## src/rtl/memory_game_pkg.sv

```systemverilog
// Shared encodings for the memory game sequencer: FSM states, card-memory
// write codes, registered control-output bundle and default delays.
package memory_game_pkg;

    localparam int STATE_W = 5;

    localparam logic [STATE_W-1:0] S_MENU    = 5'd0;
    localparam logic [STATE_W-1:0] S_COMPUTE = 5'd1;
    localparam logic [STATE_W-1:0] S_UPD1    = 5'd2;
    localparam logic [STATE_W-1:0] S_WAIT1   = 5'd3;
    localparam logic [STATE_W-1:0] S_CLICK1  = 5'd4;
    localparam logic [STATE_W-1:0] S_REV1    = 5'd5;
    localparam logic [STATE_W-1:0] S_UPD2    = 5'd6;
    localparam logic [STATE_W-1:0] S_WAIT2   = 5'd7;
    localparam logic [STATE_W-1:0] S_CLICK2  = 5'd8;
    localparam logic [STATE_W-1:0] S_REV2    = 5'd9;
    localparam logic [STATE_W-1:0] S_UPD3    = 5'd10;
    localparam logic [STATE_W-1:0] S_COMPARE = 5'd11;
    localparam logic [STATE_W-1:0] S_HOLD    = 5'd12;
    localparam logic [STATE_W-1:0] S_COVER_A = 5'd13;
    localparam logic [STATE_W-1:0] S_COVER_B = 5'd14;
    localparam logic [STATE_W-1:0] S_DEACT_A = 5'd15;
    localparam logic [STATE_W-1:0] S_DEACT_B = 5'd16;
    localparam logic [STATE_W-1:0] S_END     = 5'd17;

    localparam logic [1:0] WR_IDLE   = 2'b00;
    localparam logic [1:0] WR_COVER  = 2'b01;
    localparam logic [1:0] WR_DEACT  = 2'b10;
    localparam logic [1:0] WR_REVEAL = 2'b11;

    localparam int DEF_WAIT_SHORT_CYC = 13_000_000;
    localparam int DEF_WAIT_LONG_CYC  = 32_500_000;

    typedef struct packed {
        logic       start_butt_en;
        logic       compute_colors_en;
        logic       stopwatch_en;
        logic       stopwatch_disable;
        logic       update_cards_en;
        logic       wait_for_click_en;
        logic       write_card_en;
        logic [1:0] write_card_state;
        logic       end_screen_en;
    } ctrl_out_t;

    function automatic int max_int(input int a, input int b);
        return (a > b) ? a : b;
    endfunction

endpackage

```

## src/rtl/memory_game_ctrl_timer.sv

```systemverilog
// Delay timer for the WAIT and HOLD states: cleared on load, counts up while
// enabled and flags done during the last cycle of the interval.
module game_delay_timer #(
    parameter int CNT_W = 4
) (
    input  logic             clk,
    input  logic             rst_n,
    input  logic             load,
    input  logic             en,
    input  logic [CNT_W-1:0] last,
    output logic             done
);
    logic [CNT_W-1:0] cnt_q, cnt_d;

    assign done = en && (cnt_q == last);

    always_comb begin
        cnt_d = cnt_q;
        if (load)
            cnt_d = '0;
        else if (en && !done)
            cnt_d = cnt_q + CNT_W'(1);
    end

    always_ff @(posedge clk or negedge rst_n) begin
        if (!rst_n)
            cnt_q <= '0;
        else
            cnt_q <= cnt_d;
    end
endmodule

```

## src/rtl/memory_game_ctrl.sv

```systemverilog
// Memory game sequencer: menu, shuffle, two-card reveal, compare, cover or
// deactivate, end screen. All control outputs are registered images of state.
//
// state   | meaning
// MENU    | wait for start button
// COMPUTE | shuffle colours, start stopwatch, clear score
// UPD1-3  | redraw request
// WAIT1/2 | click debounce delay
// CLICK1/2| wait for first / second legal card click
// REV1/2  | reveal first / second card
// COMPARE | count move, record match
// HOLD    | show both cards
// COVER_* | cover both cards (addr0 then addr1)
// DEACT_* | deactivate both cards (addr0 then addr1)
// END     | end screen until abort or reset
module memory_game_ctrl
    import memory_game_pkg::*;
#(
    parameter int NUM_PAIRS      = 6,
    parameter int ADDR_W         = 4,
    parameter int COLOR_W        = 12,
    parameter int WAIT_SHORT_CYC = DEF_WAIT_SHORT_CYC,
    parameter int WAIT_LONG_CYC  = DEF_WAIT_LONG_CYC,
    parameter int MOVE_W         = 10,
    localparam int PAIRS_W       = $clog2(NUM_PAIRS + 1)
) (
    input  logic               clk,
    input  logic               rst_n,
    input  logic               start_butt_pressed,
    input  logic               compute_done,
    input  logic               card_pressed,
    input  logic [ADDR_W-1:0]  card_clicked_address,
    input  logic [COLOR_W-1:0] card_clicked_color,
    input  logic               abort,
    output logic               start_butt_en,
    output logic               compute_colors_en,
    output logic               stopwatch_en,
    output logic               stopwatch_disable,
    output logic               update_cards_en,
    output logic               wait_for_click_en,
    output logic               write_card_en,
    output logic [1:0]         write_card_state,
    output logic [ADDR_W-1:0]  write_card_address,
    output logic               end_screen_en,
    output logic               click_rejected,
    output logic [MOVE_W-1:0]  move_count,
    output logic [PAIRS_W-1:0] pairs_left
);
    localparam int CNT_W = max_int(1, $clog2(max_int(WAIT_SHORT_CYC, WAIT_LONG_CYC)));
    localparam logic [CNT_W-1:0]   SHORT_LAST = CNT_W'(WAIT_SHORT_CYC - 1);
    localparam logic [CNT_W-1:0]   LONG_LAST  = CNT_W'(WAIT_LONG_CYC - 1);
    localparam logic [PAIRS_W-1:0] PAIRS_INIT = PAIRS_W'(NUM_PAIRS);
    localparam logic [MOVE_W-1:0]  MOVE_MAX   = {MOVE_W{1'b1}};
    localparam logic [ADDR_W:0]    CARD_LIMIT = (ADDR_W + 1)'(2 * NUM_PAIRS);

    logic [STATE_W-1:0]      state_q, state_d;
    logic [ADDR_W-1:0]       addr0_q, addr0_d, addr1_q, addr1_d, wr_addr_q, wr_addr_d;
    logic [COLOR_W-1:0]      color0_q, color0_d, color1_q, color1_d;
    logic [(1<<ADDR_W)-1:0]  matched_q, matched_d;
    logic [PAIRS_W-1:0]      pairs_left_q, pairs_left_d;
    logic [MOVE_W-1:0]       move_count_q, move_count_d;
    logic                    click_rejected_q, click_rejected_d;
    ctrl_out_t               out_q, out_d;
    logic                    tmr_en, tmr_done, click_bad, colors_eq;
    logic [CNT_W-1:0]        tmr_last;

    assign tmr_en    = state_q inside {S_WAIT1, S_WAIT2, S_HOLD};
    assign tmr_last  = (state_q == S_HOLD) ? LONG_LAST : SHORT_LAST;
    assign colors_eq = (color0_q == color1_q);
    // Matched bitmap spans the full address space so out-of-range clicks index safely.
    assign click_bad = ({1'b0, card_clicked_address} >= CARD_LIMIT)
                    || matched_q[card_clicked_address]
                    || ((state_q == S_CLICK2) && (card_clicked_address == addr0_q));

    game_delay_timer #(.CNT_W(CNT_W)) u_timer (
        .clk  (clk),
        .rst_n(rst_n),
        .load (state_d != state_q),
        .en   (tmr_en),
        .last (tmr_last),
        .done (tmr_done)
    );

    always_comb begin
        state_d          = state_q;
        addr0_d          = addr0_q;
        addr1_d          = addr1_q;
        color0_d         = color0_q;
        color1_d         = color1_q;
        matched_d        = matched_q;
        pairs_left_d     = pairs_left_q;
        move_count_d     = move_count_q;
        click_rejected_d = 1'b0;
        case (state_q)
            S_MENU:    if (start_butt_pressed) state_d = S_COMPUTE;
            S_COMPUTE: begin
                pairs_left_d = PAIRS_INIT;
                move_count_d = '0;
                matched_d    = '0;
                if (compute_done) state_d = S_UPD1;
            end
            S_UPD1:    state_d = (pairs_left_q == '0) ? S_END : S_WAIT1;
            S_WAIT1:   if (tmr_done) state_d = S_CLICK1;
            S_CLICK1:  if (card_pressed) begin
                if (click_bad) click_rejected_d = 1'b1;
                else begin
                    addr0_d  = card_clicked_address;
                    color0_d = card_clicked_color;
                    state_d  = S_REV1;
                end
            end
            S_REV1:    state_d = S_UPD2;
            S_UPD2:    state_d = S_WAIT2;
            S_WAIT2:   if (tmr_done) state_d = S_CLICK2;
            S_CLICK2:  if (card_pressed) begin
                if (click_bad) click_rejected_d = 1'b1;
                else begin
                    addr1_d  = card_clicked_address;
                    color1_d = card_clicked_color;
                    state_d  = S_REV2;
                end
            end
            S_REV2:    state_d = S_UPD3;
            S_UPD3:    state_d = S_COMPARE;
            S_COMPARE: begin
                if (move_count_q != MOVE_MAX) move_count_d = move_count_q + MOVE_W'(1);
                if (colors_eq) begin
                    pairs_left_d       = pairs_left_q - PAIRS_W'(1);
                    matched_d[addr0_q] = 1'b1;
                    matched_d[addr1_q] = 1'b1;
                end
                state_d = S_HOLD;
            end
            S_HOLD:    if (tmr_done) state_d = colors_eq ? S_DEACT_A : S_COVER_A;
            S_COVER_A: state_d = S_COVER_B;
            S_DEACT_A: state_d = S_DEACT_B;
            S_COVER_B, S_DEACT_B: state_d = S_UPD1;
            S_END:     state_d = S_END;
            default:   state_d = S_MENU;
        endcase
        if (abort && (state_q != S_MENU)) begin
            state_d          = S_MENU;
            pairs_left_d     = PAIRS_INIT;
            move_count_d     = '0;
            matched_d        = '0;
            click_rejected_d = 1'b0;
        end
    end

    always_comb begin
        out_d     = '0;
        wr_addr_d = '0;
        case (state_q)
            S_MENU:    out_d.start_butt_en = 1'b1;
            S_COMPUTE: begin
                out_d.compute_colors_en = 1'b1;
                out_d.stopwatch_en      = 1'b1;
            end
            S_UPD1, S_UPD2, S_UPD3: out_d.update_cards_en   = 1'b1;
            S_CLICK1, S_CLICK2:     out_d.wait_for_click_en = 1'b1;
            S_REV1, S_REV2: begin
                out_d.write_card_en    = 1'b1;
                out_d.write_card_state = WR_REVEAL;
                wr_addr_d = (state_q == S_REV1) ? addr0_q : addr1_q;
            end
            S_COVER_A, S_COVER_B: begin
                out_d.write_card_en    = 1'b1;
                out_d.write_card_state = WR_COVER;
                wr_addr_d = (state_q == S_COVER_A) ? addr0_q : addr1_q;
            end
            S_DEACT_A, S_DEACT_B: begin
                out_d.write_card_en    = 1'b1;
                out_d.write_card_state = WR_DEACT;
                wr_addr_d = (state_q == S_DEACT_A) ? addr0_q : addr1_q;
            end
            S_END: begin
                out_d.stopwatch_disable = 1'b1;
                out_d.end_screen_en     = 1'b1;
            end
            default: ;
        endcase
    end

    always_ff @(posedge clk or negedge rst_n) begin
        if (!rst_n) begin
            state_q          <= S_MENU;
            addr0_q          <= '0;
            addr1_q          <= '0;
            color0_q         <= '0;
            color1_q         <= '0;
            matched_q        <= '0;
            pairs_left_q     <= PAIRS_INIT;
            move_count_q     <= '0;
            click_rejected_q <= 1'b0;
            out_q            <= '0;
            wr_addr_q        <= '0;
        end else begin
            state_q          <= state_d;
            addr0_q          <= addr0_d;
            addr1_q          <= addr1_d;
            color0_q         <= color0_d;
            color1_q         <= color1_d;
            matched_q        <= matched_d;
            pairs_left_q     <= pairs_left_d;
            move_count_q     <= move_count_d;
            click_rejected_q <= click_rejected_d;
            out_q            <= out_d;
            wr_addr_q        <= wr_addr_d;
        end
    end

    assign start_butt_en      = out_q.start_butt_en;
    assign compute_colors_en  = out_q.compute_colors_en;
    assign stopwatch_en       = out_q.stopwatch_en;
    assign stopwatch_disable  = out_q.stopwatch_disable;
    assign update_cards_en    = out_q.update_cards_en;
    assign wait_for_click_en  = out_q.wait_for_click_en;
    assign write_card_en      = out_q.write_card_en;
    assign write_card_state   = out_q.write_card_state;
    assign write_card_address = wr_addr_q;
    assign end_screen_en      = out_q.end_screen_en;
    assign click_rejected     = click_rejected_q;
    assign move_count         = move_count_q;
    assign pairs_left         = pairs_left_q;
endmodule

```

## config.mk

```make
export PLATFORM = sky130hd
export DESIGN_NAME = memory_game_ctrl
export DESIGN_NICKNAME = d
export VERILOG_FILES = /design/src/rtl/memory_game_pkg.sv /design/src/rtl/memory_game_ctrl_timer.sv /design/src/rtl/memory_game_ctrl.sv
export SDC_FILE = /design/constraint.sdc
export NUM_CORES = 1
export LEC_CHECK = 0
export ABC_CLOCK_PERIOD_IN_PS = 4050
export BUFFER_PORTS_ARGS = -buffer_cell sky130_fd_sc_hd__buf_4
export CAP_MARGIN = 20
export CORE_MARGIN = 2
export CORE_UTILIZATION = 40
export CTS_BUF_LIST = sky130_fd_sc_hd__clkbuf_8
export CTS_CLUSTER_DIAMETER = 80
export DETAILED_ROUTE_END_ITERATION = 8
export PLACE_DENSITY = 0.55
export RECOVER_POWER = 100
export REMOVE_ABC_BUFFERS = 1
export SYNTH_ARGS = -nofsm -noshare
export SYNTH_HDL_FRONTEND = slang
export SYNTH_SLANG_ARGS = --single-unit
```

## constraint.sdc

```tcl
create_clock -name clk -period 4.05 [get_ports clk]
set_clock_uncertainty 0.1 [all_clocks]
set_input_delay 0.405 -clock clk [delete_from_list [all_inputs] [get_ports clk]]
set_output_delay 0.405 -clock clk [all_outputs]
set_load 0.1 [all_outputs]
```

==> qor.tcl <==
set qor(cp_num_buf_inv) 2
set qor(syn-cell-area_mm2) 0.005358
set qor(grt.total_usage_pct) 17.53
set qor(vias) 3919
set qor(hold_path.startpoint) {card_clicked_color[2]}
set qor(run_status) {complete, but fails checks}
set qor(report.final.setup_viol) 0
set qor(synthesis.instances) 529
set qor(tritoncts) {built}
set qor(path_max_fanout) 13
set qor(pin_count_of_the_biggest_net_entering_global_routing) 74
set qor(grt_use_met1_pct) 22.95
set qor(layout-area-overhead-vs-synth_pct) 8.944
set qor(critical_path.most_common_cell) {sky130_fd_sc_hd__clkbuf_1}
set qor(drt_pre_antenna_iters) 4
set qor(cp_cell_sequence) {clkbuf_1 > nor3b_1 > nand4_1 > o21ai_0 > nor3_1 > and2_0 > clkbuf_1 > mux2_2}
set qor(die_footprint_mm2) 0.01434
set qor(numPortBuffers) 49
set qor(layout_common_cells) {98 x sky130_fd_sc_hd__dfrtp_1, 73 x sky130_fd_sc_hd__nor2_1, 39 x sky130_fd_sc_hd__nand2_1}
set qor(cts-root-to-sink-buffers) 2
set qor(drt_iter0_markers) 300
set qor(core_mm2) 0.01314
set qor(reg2reg_from) {state_q[3]}
set qor(synth_edf_count) 0
set qor(first_element_of_the_critical_path) {state_q[3]}
set qor(cts.root.buffer_cell) {sky130_fd_sc_hd__clkbuf_8}
set qor(maxSlewHeadroom_pct) -20.17
set qor(yosysWarnings) 0
set qor(max_cap_viol_count) 2
set qor(grt_use_met3_pct) 6.369
set qor(yosysUniqueCellTypes) 61
set qor(rsz0062_at_grt) {false}
set qor(drtAntennaViolNets) 0
set qor(violations_in_the_final_reports) {capacitance limit, slew limit}
set qor(number_of_sinks_on_the_clock_net) 100
set qor(avgRoutedWirePerCell_um) 15.80
set qor(critical_path.max_stage_delay_ps) 630
set qor(grt_first_pass_wirelength_um) 19710
set qor(die_h_um) 119.7
set qor(viasPerCell) 5.275
set qor(post-route-period-util_pct) 83.36
set qor(vdd_ir_drop_max_mv) 0.3944
set qor(sequential_area_share_after_synthesis_pct) 46.75
set qor(first_global_vias) 3967
set qor(cts-htree-levels) 3
set qor(worst-endpoint-required_ps) 4220
set qor(cp.arrival_ps) 3540
set qor(minimum_period_implied_by_the_final_worst_setup_slack_ps) 3376
set qor(holdCritPathClass) {in -> reg}
set qor(grt_antenna_before_repair) 0
set qor(worst_pin_slew_ps) 1803
set qor(timing.final.hold_violations) 0
set qor(route.final.wire_length_um) 11740
set qor(synth.avg_cell_area_um2) 10.13
set qor(total_clock_buffers_created_by_cts) 9
set qor(floorplan.io_pins) 50
set qor(max_slew_violation_count) 74
set qor(chipWidth_um) 119.7
set qor(power_density_mw_per_mm2) 547.5
set qor(end_kind) {flip-flop}
set qor(cts.repair_timing.setup_buffer_count) 0
set qor(globalRouteOverflowTotal) 0
set qor(synth-seq-cells) 100
set qor(drive_gt1_share_pct) 16.58
set qor(async_reset_ff_share_pct) 100.0
set qor(stdcell_count) 743
set qor(critPathTopFamily) {simple AND/OR/NAND/NOR gates}
set qor(row_count) 42
set qor(floorplan.initialDensity_pct) 40.78
set qor(post_cts_resize_count) 0
set qor(layout_commonest_cell) {sky130_fd_sc_hd__dfrtp_1}
set qor(post_place_cells) 727
set qor(dp.final_hpwl_um) 8323
set qor(num_antenna_cells) 0
set qor(max_clock_freq_mhz) 296.2
set qor(lkg_pwr_uw) 0.002461
set qor(timing.critical_path.slowest_stage_cell) {sky130_fd_sc_hd__clkbuf_1}
set qor(finalWeightedCongestion) 0.8020
set qor(filler_cell_count) 1330
set qor(met2_usage_pct) 27.61
set qor(route.detailed.drc) 0
set qor(fin_tns_setup_ps) 0
set qor(worst_setup_path_start_kind) {flip-flop}
set qor(final_nets) 588
set qor(clk_transition_reported_paths_ps) 90
set qor(timing.setup.critical_path_class) {reg -> reg}
set qor(synth-main-ff-cell) {sky130_fd_sc_hd__dfrtp_1}
set qor(cts_hold_buf) 0
set qor(globalRoute.busiestLayer) {met2}
set qor(clock_insertion_delay_worst_skew_ps) 390
==> logic make-up (layout without fill, tap and decap cells) <==
family / after synthesis / in the layout / synth area share, %
AOI/OAI and AO/OA: 82 / 82 / 10.42
xor gates and xnor gates: 47 / 47 / 7.683
adders and majority gates: 4 / 4 / 0.9342
buffers and inverters: 40 / 78 / 3.783
DFF: 100 / 100 / 46.75
muxes: 40 / 40 / 9.178
and+or+nand+nor: 216 / 216 / 21.25
==> routing by layer <==
metal  wire (um)  vias up
li1            -     1919
met1        5369     1903
met2        5493       87
met3         729       10
met4         144        0
met5           0        -
==> registers in the layout, indices dropped and copies added, names as in the netlist, 2 cells and up <==
name / count
state_q: 5
color1_q: 12
u_timer.cnt_q: 25
addr0_q: 4
matched_q: 12
write_card_state: 2
write_card_address: 4
move_count: 10
pairs_left: 3
color0_q: 12
addr1_q: 4
==> cell type report <==
| cell class | count | area (um^2) | area share (%) |
|---|---|---|---|
| Clock inverter | 6 | 68.82 | 1.179 |
| Tap cell | 176 | 220.2 | 3.773 |
| Clock buffer | 10 | 137.6 | 2.358 |
| Sequential cell | 100 | 2505 | 42.92 |
| Timing Repair Buffer | 57 | 309.0 | 5.295 |
| Multi-Input combinational cell | 389 | 2577 | 44.16 |
| Inverter | 5 | 18.77 | 0.3215 |
==> synthesized netlist by cell type (7+ instances only) <==
library cell / n / area (um^2)
sky130_fd_sc_hd__xor2_1: 17 / 148.9
sky130_fd_sc_hd__o21ai_0: 11 / 55.05
sky130_fd_sc_hd__nor2_2: 20 / 125.1
sky130_fd_sc_hd__mux2_2: 33 / 371.6
sky130_fd_sc_hd__nor2b_1: 8 / 50.05
sky130_fd_sc_hd__nor3_1: 12 / 60.06
sky130_fd_sc_hd__o22ai_1: 9 / 56.30
sky130_fd_sc_hd__nand2_1: 39 / 146.4
sky130_fd_sc_hd__nand3_1: 15 / 75.07
sky130_fd_sc_hd__dfrtp_1: 98 / 2452
sky130_fd_sc_hd__nand2b_1: 12 / 75.07
sky130_fd_sc_hd__nand4_1: 15 / 93.84
sky130_fd_sc_hd__a21oi_1: 25 / 125.1
sky130_fd_sc_hd__xnor2_1: 30 / 262.8
sky130_fd_sc_hd__clkbuf_1: 18 / 67.56
sky130_fd_sc_hd__and3_1: 7 / 43.79
sky130_fd_sc_hd__nor2_1: 61 / 229.0
==> metrics by stage <==
step	instance area, um^2	hold WS [ps]	utilization, %	power (uW)	worst slack (ps)
final	5837	161.8	44.43	3196	673.9
after global routing	5837	133.2	44.43	3427	398.6
after CTS	6028	81.16	45.89	3303	911.6
after detailed placement	5822	387.4	44.31	2618	949.5
after global placement	5822	376.4	44.31	2599	1078
after floorplan	5174	9.409	-	2279	890.8
==> worst paths after layout <==
check,end,slack (ps),cells past startpoint
hold / removal,color1_q[2],160,2
setup reg to reg,color1_q[6],670,8
max in group asynchronous,state_q[0],1350,2
setup / recovery,color1_q[6],670,8
min in group asynchronous,addr1_q[0],380,1
hold reg to reg,matched_q[10],410,2
==> power breakdown <==
group	internal, uW	switching (uW)	total [uW]
combinational	451	743	1190
sequential	1180	158	1330
clock	308	360	668
total	1940	1260	3200
No activity file was read; power rests on OpenSTA's default activity.
